==> src/rtl/gpc_div_pkg.sv <==
// Shared constants for the sequential divider: default width, FSM state
// encoding and the quotient value reported on divide-by-zero.
package gpc_div_pkg;

  localparam int DIV_WIDTH_DEF = 32;

  localparam logic [DIV_WIDTH_DEF-1:0] DIV_ZERO_QUOT = '1;

  typedef logic [1:0] div_state_t;

  localparam div_state_t ST_IDLE = 2'd0;
  localparam div_state_t ST_CALC = 2'd1;
  localparam div_state_t ST_DONE = 2'd2;

endpackage

==> src/rtl/divider32_seq_div_step.sv <==
// One restoring-division iteration: shift the next dividend bit into the
// partial remainder and subtract the divisor when it fits.
module div_step
  import gpc_div_pkg::*;
#(
  parameter int WIDTH = DIV_WIDTH_DEF
) (
  input  logic [WIDTH-1:0] rem_i,
  input  logic             dvd_msb_i,
  input  logic [WIDTH-1:0] divisor_i,
  output logic [WIDTH-1:0] rem_o,
  output logic             quot_bit_o
);

  logic [WIDTH:0] rem_t;
  logic [WIDTH:0] diff;

  // The extra top bit keeps the shifted remainder intact when the divisor
  // uses the full width; a clear borrow bit means the divisor fits.
  assign rem_t      = {rem_i, dvd_msb_i};
  assign diff       = rem_t - {1'b0, divisor_i};
  assign quot_bit_o = ~diff[WIDTH];
  assign rem_o      = quot_bit_o ? diff[WIDTH-1:0] : rem_t[WIDTH-1:0];

endmodule

==> src/rtl/divider32_seq.sv <==
// Iterative radix-2 restoring divider with valid/ready handshakes on both sides.
// Signed operation is compiled in only when DIV32_SIGNED_EN is defined.
module divider32_seq
  import gpc_div_pkg::*;
#(
  parameter int WIDTH = DIV_WIDTH_DEF
) (
  input  logic             clk,
  input  logic             rst,
  input  logic             in_valid,
  output logic             in_ready,
  input  logic [WIDTH-1:0] in1,
  input  logic [WIDTH-1:0] in2,
  input  logic             in_signed,
  output logic             out_valid,
  input  logic             out_ready,
  output logic [WIDTH-1:0] quot,
  output logic [WIDTH-1:0] rem,
  output logic             div_zero
);

  localparam int CNT_W = (WIDTH > 1) ? $clog2(WIDTH) : 1;

  div_state_t       state_q, state_d;
  logic [CNT_W-1:0] cnt_q, cnt_d;
  logic [WIDTH-1:0] part_rem_q, part_rem_d;
  logic [WIDTH-1:0] dvd_q, dvd_d;
  logic [WIDTH-1:0] dsr_q, dsr_d;
  logic             neg_quot_q, neg_quot_d;
  logic             neg_rem_q, neg_rem_d;
  logic [WIDTH-1:0] quot_q, quot_d;
  logic [WIDTH-1:0] rem_q, rem_d;
  logic             div_zero_q, div_zero_d;

  logic             signed_op;
  logic             neg1, neg2;
  logic [WIDTH-1:0] mag1, mag2;
  logic [WIDTH-1:0] step_rem;
  logic             step_bit;
  logic [WIDTH-1:0] quot_raw;

`ifdef DIV32_SIGNED_EN
  assign signed_op = in_signed;
`else
  assign signed_op = in_signed & 1'b0;
`endif

  // The core only ever sees magnitudes; signs are restored on completion.
  assign neg1 = signed_op & in1[WIDTH-1];
  assign neg2 = signed_op & in2[WIDTH-1];
  assign mag1 = neg1 ? -in1 : in1;
  assign mag2 = neg2 ? -in2 : in2;

  div_step #(.WIDTH(WIDTH)) u_step (
    .rem_i      (part_rem_q),
    .dvd_msb_i  (dvd_q[WIDTH-1]),
    .divisor_i  (dsr_q),
    .rem_o      (step_rem),
    .quot_bit_o (step_bit)
  );

  // Quotient bits fill the dividend register as its bits are consumed.
  assign quot_raw = {dvd_q[WIDTH-2:0], step_bit};

  always_comb begin
    state_d    = state_q;
    cnt_d      = cnt_q;
    part_rem_d = part_rem_q;
    dvd_d      = dvd_q;
    dsr_d      = dsr_q;
    neg_quot_d = neg_quot_q;
    neg_rem_d  = neg_rem_q;
    quot_d     = quot_q;
    rem_d      = rem_q;
    div_zero_d = div_zero_q;

    case (state_q)
      ST_IDLE: begin
        if (in_valid) begin
          if (in2 == '0) begin
            state_d    = ST_DONE;
            quot_d     = DIV_ZERO_QUOT[WIDTH-1:0];
            rem_d      = in1;
            div_zero_d = 1'b1;
          end else begin
            state_d    = ST_CALC;
            cnt_d      = '0;
            part_rem_d = '0;
            dvd_d      = mag1;
            dsr_d      = mag2;
            neg_quot_d = neg1 ^ neg2;
            neg_rem_d  = neg1;
            div_zero_d = 1'b0;
          end
        end
      end
      ST_CALC: begin
        part_rem_d = step_rem;
        dvd_d      = quot_raw;
        cnt_d      = cnt_q + CNT_W'(1);
        // The final iteration publishes the sign-corrected result directly.
        if (cnt_q == CNT_W'(WIDTH - 1)) begin
          state_d = ST_DONE;
          quot_d  = neg_quot_q ? -quot_raw : quot_raw;
          rem_d   = neg_rem_q ? -step_rem : step_rem;
        end
      end
      ST_DONE: begin
        if (out_ready) begin
          state_d = ST_IDLE;
        end
      end
      default: begin
        state_d = ST_IDLE;
      end
    endcase
  end

  always_ff @(posedge clk) begin
    if (rst) begin
      state_q    <= ST_IDLE;
      cnt_q      <= '0;
      part_rem_q <= '0;
      dvd_q      <= '0;
      dsr_q      <= '0;
      neg_quot_q <= 1'b0;
      neg_rem_q  <= 1'b0;
      quot_q     <= '0;
      rem_q      <= '0;
      div_zero_q <= 1'b0;
    end else begin
      state_q    <= state_d;
      cnt_q      <= cnt_d;
      part_rem_q <= part_rem_d;
      dvd_q      <= dvd_d;
      dsr_q      <= dsr_d;
      neg_quot_q <= neg_quot_d;
      neg_rem_q  <= neg_rem_d;
      quot_q     <= quot_d;
      rem_q      <= rem_d;
      div_zero_q <= div_zero_d;
    end
  end

  assign in_ready  = (state_q == ST_IDLE);
  assign out_valid = (state_q == ST_DONE);
  assign quot      = quot_q;
  assign rem       = rem_q;
  assign div_zero  = div_zero_q;

endmodule

==> config.mk <==
export PLATFORM = sky130hd
export DESIGN_NAME = divider32_seq
export DESIGN_NICKNAME = d
export VERILOG_FILES = /design/src/rtl/gpc_div_pkg.sv /design/src/rtl/divider32_seq_div_step.sv /design/src/rtl/divider32_seq.sv
export SDC_FILE = /design/constraint.sdc
export NUM_CORES = 1
export LEC_CHECK = 0
export CAP_MARGIN = 20
export CORE_MARGIN = 2
export CORE_UTILIZATION = 35
export CTS_CLUSTER_SIZE = 8
export DETAILED_ROUTE_END_ITERATION = 6
export HOLD_SLACK_MARGIN = 0.1
export SLEW_MARGIN = 20
export SYNTH_ARGS = -nofsm -noshare
export SYNTH_HDL_FRONTEND = slang
export SYNTH_SLANG_ARGS = --single-unit
==> constraint.sdc <==
create_clock -name clk -period 3.59 [get_ports clk]
set_input_delay 0.718 -clock clk [delete_from_list [all_inputs] [get_ports clk]]
set_output_delay 0.718 -clock clk [all_outputs]
set_load 0.01 [all_outputs]
==> flow_summary.json <==
{
  "outcome": "finished, final reports clean",
  "design.final.nets": 1325,
  "register_clock_pin_slew_on_the_reported_worst_setup_and_hold_paths_ps": 70,
  "rsz_0062_raised_after_global_routing": "no",
  "drt-vias-per-instance": 5.15,
  "crit_path_cell_trace": "inv_1 > ha_1 > fa_1 > nand2b_1 > a21oi_1 > o21ai_1 > a21o_1 > and3b_1 > a311oi_4 > buf_12 > mux2_1 > nand2_1 > a311oi_1",
  "p_sw_share_pct": 29.9,
  "grt_pass1_vias": 7421,
  "drive_above_1_share_pct": 5.76,
  "finalCritPeriodShare_pct": 92.0,
  "worst_ir_drop_vdd_uv": 308,
  "worstPathArrival_ps": 3590,
  "max-clock-path-buffers": 2,
  "synth_cells": 1117,
  "initialDrtViolationCount": 644,
  "syn-cell-area_um2": 8560,
  "place_congestion": 0.900,
  "yosysWarningCount": 0,
  "remaining_drc_errors": 0,
  "max_slew_margin_pct": 49.8,
  "dr_total_vias": 8018,
  "cts_tree": "built",
  "cp.required_ps": 3880,
  "synthDominantAreaCellType": "dfxtp_1",
  "hp-class": "register to register",
  "share_clk_of_total_power_pct": 39.2,
  "cts_buffers": 17,
  "cts_sinks": 168,
  "cts-hold-fix-buffers": 0,
  "synth.top_cell.area_share_pct": 39.3,
  "power_per_cell_area_nw_per_um2": 452,
  "die_width_um": 160,
  "post_synth.cell_area_avg_um2": 7.67,
  "design.portCount": 136,
  "timing_worst_setup_path_type": "register to register",
  "power.combinational.fraction_pct": 20.6,
  "maximum_number_of_pins_on_one_net_before_global_route_repair": 67,
  "ctsRootBufferMaster": "clkbuf_16",
  "crit_path_max_incr_delay_ps": 400,
  "wl_per_cell_um": 15.8,
  "maxSlewViolCount": 0,
  "synth_seq_cells": 168,
  "worst-slew-pin-transition_ps": 754,
  "final_hold_viol_count": 0,
  "number_of_nets_in_the_synthesized_netlist": 1221,
  "internal_power_mw": 3.48,
  "seq_power_share_pct": 40.1,
  "totalPowerFinal_mw": 4.96,
  "critical_path_peak_fanout": 24,
  "cts_max_level": 4,
  "synth_cell_types": 52,
  "synthArstFlopShare_pct": 0,
  "finish.instance_area_um2": 11000,
  "finalWorstPathRequiredPeriod_ps": 3300,
  "power.net_switching_mw": 1.48,
  "finalSetupTns_ps": 0,
  "ff2ff_path_depth": 13,
  "detail-route-antenna-nets": 0,
  "synthToLayoutAreaGrowth_pct": 28.2,
  "synth_enable_flop_cells": 0,
  "postCtsSetupBuffers": 0,
  "start_kind": "register",
  "post-dp-hpwl_um": 18000,
  "std_cell_rows": 57,
  "synth.area.top_cells": "dfxtp_1 39%, nand2_1 9.7%, a21oi_1 6.1%, nor2_1 5.6%, a311oi_1 5.4%",
  "wire_length_of_the_first_global_routing_pass_um": 39800,
  "crit_path_top_delay_cell": "fa_1",
  "clock_insertion_delay_worst_skew_ps": 430,
  "die_area_um2": 25700,
  "timing.final.setup_violations": 0,
  "postRouteWirelength_um": 24600,
  "core-area_um2": 24200,
  "post_synthesis_sequential_area_ratio_pct": 39.3,
  "dpl_cell_area_um2": 10300,
  "fmax_ghz": 0.303,
  "drv_cap": 0,
  "initial_core_util_pct": 35.4,
  "portBuffers": 134,
  "cellLeakagePower_nw": 4.12,
  "grt_overflow_total": 0,
  "dieHeight_um": 160,
  "diodes": 0,
  "hold_path_depth": 2,
  "ys_dominant_reg_cell": "dfxtp_1",
  "crit_path_end_kind": "register",
  "grt_antenna_before_repair": 0,
  "cts_resized": 0,
  "clock-skew-final_ps": 9.57,
  "grt.total_usage_pct": 19.1,
  "drt_pre_antenna_iters": 5
}
-- final cells by class --
cell class | count | area, um^2
well taps | 324 | 405
multi-input cells | 831 | 4770
clock buffers | 17 | 425
clock inverters | 14 | 186
inverters | 42 | 158
flip-flops and latches | 168 | 3360
repair buffers | 161 | 1670
fillers | 2418 | 13200
-- metrics by stage --
step	setup slack, ps	std cells	util, %	hold slack, ps
finish	286	1557	45.4	455
global route	51.2	1557	45.4	470
CTS	19.1	1557	45.3	457
detailed placement	-221	1526	42.8	447
global placement	-203	1526	42.8	444
floorplan	616	1117	-	436
-- logic make-up after synthesis --
logic type | synth area share, %
AND/OR/NAND/NOR | 24.0
AO/OA/AOI/OAI | 19.8
flip-flops | 39.3
buffers and inverters | 5.61
adder cells (fa/ha/maj) | 5.20
XOR/XNOR | 3.07
multiplexers | 3.07
-- synthesized netlist by cell type (all sizes together), types with 7 or more instances --
cell	count
a211oi	7
a21o	13
a21oi	104
a311oi	54
buf	15
clkbuf	61
dfxtp	168
ha	34
inv	42
mux2	18
nand2	222
nand2b	13
nand4	13
nor2	127
nor2b	7
nor3	76
nor4	9
o211ai	8
o21ai	39
xnor2	13
xor2	17
-- registers in the layout, indices dropped and copies added, names as in the netlist --
signal / count
dsr_q: 32
part_rem_q: 32
cnt_q: 5
rem: 32
state_q: 2
quot: 32
dvd_q: 32
div_zero: 1
-- placed cells by master, fill, tap and decap left out, drive strengths merged, types with 3 or more instances in the layout --
cell and n:
buf 28, o21bai 3, mux2i 6, xor2 17, o211ai 8, nand2b 13, a31oi 4, clkbuf 17
o21ai 39, o221ai 3, clkinv 3, o31ai 4, o41ai 4, nor2 127, clkdlybuf4s50 133, nand2 222
nor4 9, nor3 76, a211oi 7, dfxtp 168, ha 34, bufinv 3, a311oi 54, xnor2 13
nor2b 7, a21o 13, mux2 18, a21oi 104, inv 49, o21a 4, nand4 13, nand3 4
a22oi 3
-- path summary, 6_finish.rpt --
path / endpoint / slack (ps) / start
hold reg to reg: dsr_q[23]$_SDFFE_PP0P_ / 450 / dsr_q[23]$_SDFFE_PP0P_
hold / removal: dsr_q[23]$_SDFFE_PP0P_ / 450 / dsr_q[23]$_SDFFE_PP0P_
setup / recovery: rem[19]$_SDFFE_PP0P_ / 290 / dvd_q[31]$_SDFFE_PP0P_
setup reg to reg: rem[19]$_SDFFE_PP0P_ / 290 / dvd_q[31]$_SDFFE_PP0P_
-- metal layers --
metal	vias to the layer above	GRT usage [%]	wire length [um]
li1	4116	-	-
met1	3652	28.9	12700
met2	226	27.7	10300
met3	24	3.13	1300
met4	0	5.53	356
met5	-	0	0
-- power by group through the flow --
stage / clock [mW] / combinational, mW / sequential, mW
after floorplan: 0 / 0.720 / 2.01
after global placement: 0 / 1.00 / 2.03
after detailed placement: 0 / 1.01 / 2.03
after CTS: 1.99 / 1.02 / 1.99
after global routing: 2.05 / 1.13 / 2.00
final: 1.95 / 1.02 / 1.99
-- worst max-delay path: cells and delay by family, from the launching register on --
family,cells,cell delay (ps)
buffers and inverters,2,290
DFF,1,380
AOI/OAI and AO/OA,5,990
and+or+nand+nor,3,550
muxes,1,350
adders and majority gates,2,600
Note: power is estimated with default switching activity, not from simulation.
